### src/rtl/contador_param.sv
// Parametrised up/down/down-by-STEP/load counter with cascade enable (CIN) and
// terminal-count look-ahead (TC). Define CONTADOR_SATURATE_EN to saturate instead of wrapping.
module contador_param #(
    parameter int WIDTH = 4,
    parameter int STEP  = 3
) (
    input  logic             CLK,
    input  logic             RESET,
    input  logic             ENB,
    input  logic             CIN,
    input  logic [1:0]       MODO,
    input  logic [WIDTH-1:0] D,
    output logic [WIDTH-1:0] Q,
    output logic             RCO,
    output logic             TC
);

    localparam logic [1:0] MODO_UP   = 2'b00;
    localparam logic [1:0] MODO_DOWN = 2'b01;
    localparam logic [1:0] MODO_STEP = 2'b10;
    localparam logic [1:0] MODO_LOAD = 2'b11;

    localparam logic [WIDTH-1:0] STEP_W = WIDTH'(STEP);

    logic [WIDTH-1:0] q_reg;
    logic [WIDTH-1:0] q_next;
    logic             rco_reg;
    logic             rco_next;
    logic             wrap;
    logic             count_en;

    // Wrap condition for the current mode, evaluated on the present count.
    always_comb begin
        wrap = 1'b0;
        case (MODO)
            MODO_UP:   wrap = (q_reg == {WIDTH{1'b1}});
            MODO_DOWN: wrap = (q_reg == '0);
            MODO_STEP: wrap = (q_reg < STEP_W);
            default:   wrap = 1'b0;
        endcase
    end

    assign count_en = ENB & CIN & (MODO != MODO_LOAD);

    always_comb begin
        q_next   = q_reg;
        rco_next = 1'b0;
        if (ENB) begin
            if (MODO == MODO_LOAD) begin
                q_next = D;
            end else if (CIN) begin
                rco_next = wrap;
`ifdef CONTADOR_SATURATE_EN
                // Saturating build: boundary is held, RCO still flags each overflow attempt.
                case (MODO)
                    MODO_UP:   q_next = wrap ? q_reg : q_reg + 1'b1;
                    MODO_DOWN: q_next = wrap ? '0 : q_reg - 1'b1;
                    MODO_STEP: q_next = wrap ? '0 : q_reg - STEP_W;
                    default:   q_next = q_reg;
                endcase
`else
                case (MODO)
                    MODO_UP:   q_next = q_reg + 1'b1;
                    MODO_DOWN: q_next = q_reg - 1'b1;
                    MODO_STEP: q_next = q_reg - STEP_W;
                    default:   q_next = q_reg;
                endcase
`endif
            end
        end
    end

    always_ff @(posedge CLK) begin
        if (RESET) begin
            q_reg   <= '0;
            rco_reg <= 1'b0;
        end else begin
            q_reg   <= q_next;
            rco_reg <= rco_next;
        end
    end

    assign Q   = q_reg;
    assign RCO = rco_reg;
    // Look-ahead is suppressed during reset so a cascade never sees a spurious carry.
    assign TC  = count_en & wrap & ~RESET;

endmodule

### config.mk
export PLATFORM = sky130hd
export DESIGN_NAME = contador_param
export DESIGN_NICKNAME = d
export VERILOG_FILES = /design/src/rtl/contador_param.sv
export SDC_FILE = /design/constraint.sdc
export NUM_CORES = 1
export LEC_CHECK = 0
export ABC_CLOCK_PERIOD_IN_PS = 4140
export CORE_AREA = 4 4 41 43
export CTS_BUF_LIST = sky130_fd_sc_hd__clkbuf_8 sky130_fd_sc_hd__clkbuf_16
export CTS_CLUSTER_SIZE = 30
export DETAILED_ROUTE_END_ITERATION = 10
export DIE_AREA = 0 0 45 47
export PLACE_DENSITY = 0.68
export SETUP_SLACK_MARGIN = 0.3
export SLEW_MARGIN = 20
export SYNTH_ARGS = -nofsm -noshare
export SYNTH_HDL_FRONTEND = slang
export SYNTH_SLANG_ARGS = --single-unit
### constraint.sdc
create_clock -name CLK -period 4.14 [get_ports CLK]
set_input_delay 0.828 -clock CLK [delete_from_list [all_inputs] [get_ports CLK]]
set_output_delay 0.828 -clock CLK [all_outputs]
set_load 0.01 [all_outputs]
==> impl_metrics.toml <==
[cells_and_area]
num-fill-cells = 134
post-route-cell-area_um2 = 658.1
drive_gt1_frac = 0.06667
area_delta_synth_final_pct = 44.11
antenna_cells = 0
postLayoutCoreUtil = 0.5058
final_nets = 89

[route]
drc = 0
detail_route.first_pass.iterations = 4
route.vias.total = 467
vias_per_cell = 5.189
final_antenna_net_count = 0
drt_iter0_markers = 8
wl_per_cell_um = 12.01
routed_wl_um = 1081

[synthesis]
ys_seq_area_frac = 0.2192
synth_area_leaders = "dfxtp_1 22%, ha_1 8.2%, mux2i_1 6.6%, nand2b_1 5.5%, nand2_1 4.1%"
synth_edf_count = 0
syn_inst = 58
synth_top_area_share = 0.2192
synth.avg_cell_area_um2 = 7.874
netlist_area_um2 = 456.7
async_flop_share = 0
synth_fp_nets = 71
synth_flop_cell = "dfxtp_1"
synth_area_leader_cell = "dfxtp_1"
synth_commonest_cells = "5 x dfxtp_1, 5 x nand2_1, 4 x nand2b_1, 4 x nor2_1"
ys_types = 31
ys_seq_elements = 5
yosys_warnings = 0

[power_and_ir_drop]
seqPwrFrac = 0.297
p_leak_nw = 0.2456
netSwitchingPower_uw = 53.38
p_clk_frac = 0.430
switching_share = 0.2665
p_int_uw = 146.9
max-vdd-ir-drop_uv = 95.55
combPwrFrac = 0.272
power.density_mw_per_mm2 = 304.4

[global_route]
grt_max_degree = 13
grt_pass1_vias = 402
grt_util_all_layers = 0.1152
antenna_found_initial = 0
grt_remaining_overflow = 0
grt_pass1_wl_um = 1704

[job]
cap_violations = 0

[worst_setup_path]
worstPathArrival_ps = 2870
critPathLaunchType = "input port"
r2r-end = "RCO"
crit_required_ps = 3310
cp-end-kind = "primary output"
path_cells = "clkdlybuf4s50_1 > or3b_1 > a21oi_1 > nor2_1 > nor4_1 > clkdlybuf4s50_1"
cp_slowest_stage_delay_ps = 590
r2r_setup_slack_ps = 2490
cp_max_fo = 10
cp_slowest_cell = "clkdlybuf4s50_1"
r2r_cells = 5
crit_type = "input port to primary output"
crit_path_frequent_cell = "clkdlybuf4s50_1"
r2r_start = "Q[0]"

[placed_design]
place_area_um2 = 613.1
place_congestion = 0.7567
pre_cts_ws_ps = 458.5
portBuffers = 15
hpwl_um = 872.1

[timing]
finalCritPeriodShare = 0.8920
worstMarginPinSlew_ps = 328.8
setup_viol = 0
hold_viol = 0
skew_ps = 1.370
drv_slew = 0
relSlewSlack = 0.7793
fmax_mhz = 270.8
holdWs_ps = 566.7
post-route-worst-setup-slack_ps = 447.0
rsz0062_at_grt = "no"
post-route-min-period_ps = 3693
tns_ps = 0

[clock_tree]
cts_resized = 0
clkTransAtPathRegs_ps = 30
postCtsHoldBufs = 0
cts_tree = "done"
clock_path_buffers = 2
numCtsBuffers = 3
post-cts-setup-buffers = 0
clk-insertion-delay-late_ps = 220
htreeDepth = 1
cts_root_buf = "clkbuf_8"
clock-sinks = 5

[worst_hold_path]
hold_start = "Q[1]"
worstHoldEndpoint = "Q[1]"
hold_depth = 2
hold_path.class = "register to register"

[floorplanning]
die_area_mm2 = 0.002115
io_pins = 16
rows = 13
initial_utilization = 0.3510
fp.dieH_um = 47
die_x_um = 45
core_mm2 = 0.001301

[outcome]
outcome = "complete, no violations"
## registers in the layout, indices dropped and copies added (netlist names)
register  cells
Q             4
RCO           1
## stage by stage
| step | power [mW] | std cells |
|---|---|---|
| final | 0.2003 | 90 |
| after global routing | 0.2138 | 90 |
| after CTS | 0.2038 | 90 |
| after detailed placement | 0.1150 | 86 |
| after global placement | 0.1140 | 86 |
| after floorplan | 0.09187 | 58 |
## how the worst max path moves through the flow
stage | startpoint | slack, ps | depth (start not counted) | endpoint
after floorplan | MODO[0] | 1390 | 5 | TC
after detailed placement | MODO[0] | 460 | 6 | TC
after CTS | MODO[0] | 450 | 6 | TC
after global routing | MODO[0] | 380 | 6 | TC
final | MODO[0] | 450 | 6 | TC
after global placement | MODO[0] | 490 | 6 | TC
## area by class of cell
class                           instances  area, um2  share of cell area
Inverter                                3      11.26             0.01711
Sequential cell                         5      100.1              0.1521
Multi-Input combinational cell         47      325.3              0.4943
Tap cell                               15      18.77             0.02852
Timing Repair Buffer                   16      157.7              0.2395
Clock buffer                            3      41.29             0.06274
Clock inverter                          1      3.754            0.005703
## worst max-delay path, delay by kind of cell
family	cells	cell delay [ps]
buf+inv	2	1140
compound gates	1	130
simple gates	3	760
## logic make-up after synthesis
| family | count (synthesis) | share of synthesized area |
|---|---|---|
| muxes | 3 | 0.06576 |
| DFF | 5 | 0.2192 |
| adders and majority gates | 3 | 0.08220 |
| AOI/OAI and AO/OA | 14 | 0.2192 |
| buffers and inverters | 6 | 0.06847 |
| xor gates and xnor gates | 3 | 0.05754 |
| and+or+nand+nor | 24 | 0.2877 |
## power by group through the flow
stage	clock network (mW)	logic, mW	registers [mW]
floorplan	0	0.0332	0.0586
global placement	0	0.0540	0.0600
detailed placement	0	0.0546	0.0603
CTS	0.0893	0.0549	0.0596
global route	0.0932	0.0600	0.0606
finish	0.0862	0.0545	0.0596
## per-layer routing
layer	GRT usage	wire, um	vias up
met4	0.1053	19	0
met5	0	0	-
met3	0.01149	54	2
met2	0.1751	498	13
li1	-	-	243
met1	0.1429	509	209
## cell usage in the layout (no fill, tap or decap), drive strengths merged
cell type / count
inv: 4
o21a: 1
or3: 1
o21ai: 1
xnor2: 2
a21oi: 3
mux2i: 3
nand3b: 1
xor2: 1
nor2b: 3
o32a: 1
clkbuf: 3
and3: 1
nand2b: 4
a221oi: 2
clkdlybuf4s50: 15
a2bb2oi: 1
ha: 3
nand3: 1
o22ai: 1
and2: 1
nor4: 2
buf: 1
or3b: 1
o211ai: 1
dfxtp: 5
a31oi: 1
nand2: 5
nor2: 4
a211oi: 1
o32ai: 1
(Power assumes the default switching activity.)
